`src/rtl/if_id_buf.sv`:
```
// IF->ID decoupling queue feeding a registered decode slot.
// An empty queue lets a fetch go straight into ID; flush empties both queue and slot.
module if_id_buf #(
    parameter int ADDR_W  = 32,
    parameter int INST_W  = 32,
    parameter int DEPTH   = 4,
    parameter int STALL_W = 6
) (
    input  logic                     clk,
    input  logic                     rst,
    input  logic [STALL_W-1:0]       stall,
    input  logic                     flush,
    input  logic                     if_valid,
    input  logic [ADDR_W-1:0]        if_pc,
    input  logic [INST_W-1:0]        if_inst,
    output logic                     if_ready,
    output logic                     id_valid,
    output logic [ADDR_W-1:0]        id_pc,
    output logic [INST_W-1:0]        id_inst,
    output logic [$clog2(DEPTH):0]   count
);

    localparam int PTR_W = $clog2(DEPTH);
    localparam int CNT_W = PTR_W + 1;

    logic [ADDR_W-1:0] pc_mem   [DEPTH];
    logic [INST_W-1:0] inst_mem [DEPTH];

    logic [PTR_W-1:0]  wr_ptr_q, wr_ptr_d;
    logic [PTR_W-1:0]  rd_ptr_q, rd_ptr_d;
    logic [CNT_W-1:0]  count_q, count_d;
    logic              id_valid_q, id_valid_d;
    logic [ADDR_W-1:0] id_pc_q, id_pc_d;
    logic [INST_W-1:0] id_inst_q, id_inst_d;

    logic push, advance, pop, bypass, wr_en;
    logic stall_unused;

    assign stall_unused = ^stall;

    assign if_ready = (count_q < CNT_W'(DEPTH));
    assign push     = if_valid && if_ready && !stall[1] && !flush;
    assign advance  = !stall[2] && !flush;
    assign pop      = advance && (count_q != '0);
    // A fetch that bypasses into ID never occupies a queue entry.
    assign bypass   = advance && (count_q == '0) && push;
    assign wr_en    = push && !bypass;

    always_ff @(posedge clk) begin
        if (wr_en) begin
            pc_mem[wr_ptr_q]   <= if_pc;
            inst_mem[wr_ptr_q] <= if_inst;
        end
    end

    always_comb begin
        wr_ptr_d   = wr_ptr_q;
        rd_ptr_d   = rd_ptr_q;
        count_d    = count_q;
        id_valid_d = id_valid_q;
        id_pc_d    = id_pc_q;
        id_inst_d  = id_inst_q;
        if (flush) begin
            wr_ptr_d   = '0;
            rd_ptr_d   = '0;
            count_d    = '0;
            id_valid_d = 1'b0;
            id_pc_d    = '0;
            id_inst_d  = '0;
        end else begin
            if (wr_en) wr_ptr_d = wr_ptr_q + PTR_W'(1);
            if (pop)   rd_ptr_d = rd_ptr_q + PTR_W'(1);
            if (wr_en && !pop)      count_d = count_q + CNT_W'(1);
            else if (!wr_en && pop) count_d = count_q - CNT_W'(1);
            if (advance) begin
                if (pop) begin
                    id_valid_d = 1'b1;
                    id_pc_d    = pc_mem[rd_ptr_q];
                    id_inst_d  = inst_mem[rd_ptr_q];
                end else if (push) begin
                    id_valid_d = 1'b1;
                    id_pc_d    = if_pc;
                    id_inst_d  = if_inst;
                end else begin
                    id_valid_d = 1'b0;
                    id_pc_d    = '0;
                    id_inst_d  = '0;
                end
            end
        end
    end

    // All-ones instruction after reset marks "never loaded" for debug.
    always_ff @(posedge clk or negedge rst) begin
        if (!rst) begin
            wr_ptr_q   <= '0;
            rd_ptr_q   <= '0;
            count_q    <= '0;
            id_valid_q <= 1'b0;
            id_pc_q    <= '0;
            id_inst_q  <= '1;
        end else begin
            wr_ptr_q   <= wr_ptr_d;
            rd_ptr_q   <= rd_ptr_d;
            count_q    <= count_d;
            id_valid_q <= id_valid_d;
            id_pc_q    <= id_pc_d;
            id_inst_q  <= id_inst_d;
        end
    end

    assign id_valid = id_valid_q;
    assign id_pc    = id_pc_q;
    assign id_inst  = id_inst_q;
    assign count    = count_q;

endmodule

```
`config.mk`:
```
export PLATFORM = sky130hd
export DESIGN_NAME = if_id_buf
export DESIGN_NICKNAME = d
export VERILOG_FILES = /design/src/rtl/if_id_buf.sv
export SDC_FILE = /design/constraint.sdc
export NUM_CORES = 1
export LEC_CHECK = 0
export BUFFER_PORTS_ARGS = -buffer_cell sky130_fd_sc_hd__buf_4
export CAP_MARGIN = 0
export CORE_MARGIN = 2
export CORE_UTILIZATION = 63
export CTS_CLUSTER_SIZE = 30
export DETAILED_ROUTE_END_ITERATION = 16
export PLACE_DENSITY = 0.84
export SKIP_CTS_REPAIR_TIMING = 1
export SYNTH_ARGS = -nofsm -noshare
export SYNTH_HDL_FRONTEND = slang
export SYNTH_SLANG_ARGS = --single-unit
```
`constraint.sdc`:
```
create_clock -name clk -period 8.71 [get_ports clk]
set_input_delay 0.4355 -clock clk [delete_from_list [all_inputs] [get_ports clk]]
set_output_delay 0.4355 -clock clk [all_outputs]
set_load 0.05 [all_outputs]
```
# Word level (Yosys, flattened, before mapping)
# Memory sizes are Yosys's and may differ from the RTL's.
# Index checks and enable logic that the tools add are counted.
dict set report classes {
  addsub 4
  n_lt_le_gt_ge 1
  n_mux 21
  n_reduce_logical 22
}
# op n
set ops {}
lappend ops {{32-bit 2-to-1 mux} 8}
lappend ops {{1-bit logical AND} 10}
lappend ops {{3-bit 2-to-1 mux} 3}
lappend ops {{2-bit 2-to-1 mux} 4}
lappend ops {{1-bit zero test} 6}
lappend ops {{1-bit 2-to-1 mux} 6}
lappend ops {{2-bit nonzero test} 3}
lappend ops {{3-bit nonzero test} 2}
lappend ops {{2-bit by 1-bit adder with 2-bit output, second input constant} 2}
lappend ops {{3-bit by 1-bit adder with 3-bit output, second input constant} 1}
lappend ops {{3-bit zero test} 1}
lappend ops {{3-bit less-than comparator, second input constant} 1}
lappend ops {{3-bit by 1-bit subtractor with 3-bit output, second input constant} 1}
dict set report totals {
  ff_bits 72
  ram_bits 256
  mem_count 2
}
# memory words word_bits read_ports rd_clocked_by_memory_dff write_ports line_no
set mem_list {}
lappend mem_list {inst_mem 4 32 1 0 1 27} ;# logic [INST_W-1:0] inst_mem [DEPTH];
lappend mem_list {pc_mem 4 32 1 0 1 26} ;# logic [ADDR_W-1:0] pc_mem [DEPTH];

# Longest topological paths before layout
dict set report depth {
  word_depth 12
  ltp_mapped 7
}

# Least setup slack after synthesis
# No wires, ideal clock.
dict set report synth_timing {
  path_kind {reg-to-reg}
  startpoint {register count_q[2], in the netlist count[2]}
  endpoint {memory inst_mem[0][0] (enable)}
  setup_time_ns 0.429
  arrival_ns 3.028
  setup_slack_ns 5.253
  stages_incl_launch_ff 5
  n_path_buf 1
  synth_period_minus_slack_ns 3.457
  path_cell_list {dfrtp_1 buf_6 or4b_4 a21oi_4 and2_1}
}
dict set report synth_between {
  elab_chain_cells 9
}
# element line_no
set synth_rtl {}
lappend synth_rtl {{start: declaration} 31} ;# logic [CNT_W-1:0] count_q, count_d;
lappend synth_rtl {{start signal: assignment} 105} ;# count_q <= count_d;
lappend synth_rtl {{3-bit less-than comparator} 41} ;# assign if_ready = (count_q < CNT_W'(DEPTH));
lappend synth_rtl {{1-bit logical AND (3 in series)} 42} ;# assign push = if_valid && if_ready && !stall[1] && !flush;
lappend synth_rtl {{1-bit logical AND} 46} ;# assign bypass = advance && (count_q == '0) && push;
lappend synth_rtl {{1-bit zero test} 47} ;# assign wr_en = push && !bypass;
lappend synth_rtl {{1-bit logical AND *} 47}
lappend synth_rtl {{1-bit 2-to-1 mux *} 50} ;# if (wr_en) begin
lappend synth_rtl {{1-bit 2-to-1 mux (implied by the code) *} 52} ;# inst_mem[wr_ptr_q] <= if_inst;
lappend synth_rtl {{end: declaration} 27}
# Mark *: on every way between the ends. The rest lies on a longest branch, timed or not.

# Worst setup path in the final report
dict set report layout_timing {
  startpoint {register count_q[2], in the netlist count[2]}
  endpoint {register id_pc_q[22], in the netlist id_pc[22]}
}
dict set report layout_between {
  elab_chain_cells 8
}
# element line_no
set layout_rtl {}
lappend layout_rtl {{3-bit less-than comparator} 41}
lappend layout_rtl {{1-bit logical AND (3 in series)} 42}
lappend layout_rtl {{32-bit 2-to-1 mux} 80} ;# end else if (push) begin
lappend layout_rtl {{32-bit 2-to-1 mux *} 76} ;# if (pop) begin
lappend layout_rtl {{32-bit 2-to-1 mux *} 75} ;# if (advance) begin
lappend layout_rtl {{32-bit 2-to-1 mux *} 63} ;# if (flush) begin
lappend layout_rtl {{end signal: assignment} 107} ;# id_pc_q <= id_pc_d;
lappend layout_rtl {{end: declaration} 33} ;# logic [ADDR_W-1:0] id_pc_q, id_pc_d;
# Mark *: on every way between the ends. The rest lies on a longest branch, timed or not. The select of a mux whose other input is x is not followed.
# A chain may end at the register's enable or synchronous reset.

==> flow_summary_export.csv <==
group,metric,value,unit
timing,finClkSkew,0.00659,ns
place,pre_cts_ws,5.97,ns
status,outcome,"completed",
critical_path,crit_type,"reg -> reg",
power_and_ir_drop,power_density,224,nW/µm²
synthesis,synth_cell_types,34,
timing,fin_ws,6.03,ns
clock_tree,cts_buffers,31,
drt,wirelength,28600,µm
critical_path,reg2reg_slack,6.03,ns
clock_tree,clock-sinks,328,
clock_tree,clock_path_buffers,3,
critical_path,cp_data_arrival_time,3.09,ns
timing,timing.setup.tns,0,ns
global_routing,grt.met2_usage,44.5,%
timing,timing.fmax,373,MHz
critical_path,path_max_fanout,38,
global_routing,grt.busiest_layer,"met2",
drt,drcViolationCount,0,
timing,slew_headroom,21.0,%
timing,slew_viol_final,0,
critical_path,critPathLaunchType,"register",
global_routing,grt_antenna_before_repair,0,
die,die-height,148,µm
cells_and_area,final_common_cell,"edfxtp_1",
die,chipWidth,148,µm
timing,timing_hold_violations_final,0,
critical_path,worstPathRequired,9.11,ns
synthesis,synth_nets,841,
synthesis,synth-seq-cells,328,
cells_and_area,drive_gt1_share,33.6,%
die,io_pins,143,
synthesis,synth.avg_cell_area,17.2,µm²
global_routing,grt.met1_usage,35.8,%
clock_tree,clkLatencyLatePin,0.56,ns
global_routing,grt_pass1_vias,8138,
place,io_buffers,138,
drt,wl_per_cell,24.3,µm
place,place_congestion,0.727,
synthesis,seq_area_frac_synth,72.8,%
job,maxCapViolCount,0,
timing,min_period,2.68,ns
synthesis,syn_area,13100,µm²
critical_path,end_kind,"register",
drt,dr_total_vias,7591,
place,place_hpwl,15200,µm
cells_and_area,layoutNonFillerInstCount,1175,
clock_tree,cts_htree_levels,1,
global_routing,grt_pass1_wl,44800,µm
place,dp_cells,1117,
power_and_ir_drop,peakVddDrop,185,µV
clock_tree,cts_tree,"yes",
drt,ant_nets,0,
die,dieArea,21900,µm²
worst_hold_path,hold_class,"in -> reg",
drt,drt_iter0_drc,664,
die,start_util,64.5,%
global_routing,use_met3,5.92,%
cells_and_area,final_cell_mix,"edfxtp_1 (256), buf_4 (145), nand3_1 (132)",
die,coreArea,20300,µm²
global_routing,grtUsageTotal,26.7,%
timing,rsz0062_at_grt,"no",
cells_and_area,final_nets,959,
drt,first_pass_iters,5,
drt,avgViaCountPerCell,6.46,
power_and_ir_drop,p_leak,5.14,nW
global_routing,grt_start_max_net_pins,73,
timing,period_share,30.8,%
global_routing,grt-ovfl-total,0,
clock_tree,ctsRootBufferMaster,"clkbuf_16",
clock_tree,path_clk_slew,0.06,ns
die,placementRows,52,
timing,tightestPinTransition,1.18,ns
synthesis,synth_cells,762,
cells_and_area,antenna_cells,0,
cells_and_area,final_util,75.0,%
cells_and_area,syn2layout_area_growth,16.3,%
timing,setup_viol,0,
synthesis,ys_warn_count,0,
==> per-layer routing <==
layer	part of all wire [%]	wire (µm)
met4	2.5	712
met2	51	14500
met3	9.0	2560
met5	0	0
met1	38	10800
==> Yosys cell counts <==
cell / count / area, µm²
a21oi_4: 1 / 16.3
a221oi_1: 1 / 8.76
and2_1: 4 / 25.0
and3b_1: 2 / 17.5
buf_1: 6 / 22.5
buf_2: 18 / 90.1
buf_4: 10 / 75.1
buf_6: 9 / 101
clkbuf_1: 17 / 63.8
dfrtp_1: 40 / 1000
dfstp_2: 32 / 841
edfxtp_1: 256 / 7690
fa_1: 1 / 20.0
ha_1: 4 / 50.1
inv_1: 4 / 15.0
mux2_1: 1 / 11.3
mux2i_1: 2 / 20.0
mux4_2: 64 / 1440
nand2_1: 70 / 263
nand3_1: 132 / 661
nand3b_1: 1 / 7.51
nand4_1: 7 / 43.8
nor2_1: 3 / 11.3
nor2_2: 1 / 6.26
nor2b_1: 3 / 18.8
nor3_1: 1 / 5.00
nor3_2: 1 / 10.0
nor3_4: 1 / 16.3
nor4b_2: 1 / 15.0
o211ai_1: 65 / 488
o21ai_0: 1 / 5.00
o41ai_1: 1 / 8.76
or3_1: 1 / 6.26
or4b_4: 1 / 13.8
==> worst max-delay path, stage by stage (launching register included) <==
cell and delay [ns]:
dfrtp_1 0.58, nor3_1 0.19, nor3_4 0.92, buf_4 0.59, o211ai_1 0.21
==> cells by family (layout without fill, tap and decap cells) <==
logic type / count (synthesis) / after routing / share of synthesized area (%)
AOI/OAI and AO/OA: 69 / 69 / 4.03
adders and majority gates: 5 / 5 / 0.535
buffers and inverters: 64 / 207 / 2.81
DFF: 328 / 328 / 72.8
muxes: 67 / 67 / 11.3
and+or+nand+nor: 229 / 229 / 8.56
==> path summary, 6_finish.rpt <==
path,startpoint,end,cells after the start
hold / removal,if_inst[0],inst_mem[1][0]$_DFFE_PP_,1
setup reg to reg,count[2]$_DFFE_PN0P_,id_pc[22]$_DFFE_PN0P_,4
max in group asynchronous,rst,rd_ptr_q[1]$_DFFE_PN0P_,1
hold reg to reg,id_inst[21]$_DFFE_PN1P_,id_inst[21]$_DFFE_PN1P_,2
setup / recovery,count[2]$_DFFE_PN0P_,id_pc[22]$_DFFE_PN0P_,4
min in group asynchronous,rst,id_pc[26]$_DFFE_PN0P_,1
==> stage by stage <==
step / power (mW) / hold slack (ns) / cell area (µm²)
global placement: 2.10 / 0.478 / 14200
detailed placement: 2.11 / 0.484 / 14200
global route: 3.50 / 0.0692 / 15200
CTS: 3.42 / 0.0658 / 15200
floorplan: 2.00 / 0.140 / 13100
finish: 3.41 / 0.0842 / 15200
==> area by class of cell <==
class,count,area (µm²)
Sequential cell,328,9540
Fill cell,1148,5080
Multi-Input combinational cell,370,3230
Timing Repair Buffer,145,1090
Clock buffer,39,846
Tap cell,270,338
Clock inverter,19,169
Inverter,4,15.0
==> sequential cells by signal, summed over array words and instances, names as in the netlist <==
register  count
pc_mem      128
id_pc        32
count         3
wr_ptr_q      2
id_inst      32
inst_mem    128
rd_ptr_q      2
id_valid      1
==> where the power goes <==
group	total (mW)	internal, mW	switching (mW)
logic	0.318	0.109	0.209
clock network	1.33	0.772	0.557
registers	1.76	1.73	0.0255
Power figures use the tool's default switching activity.
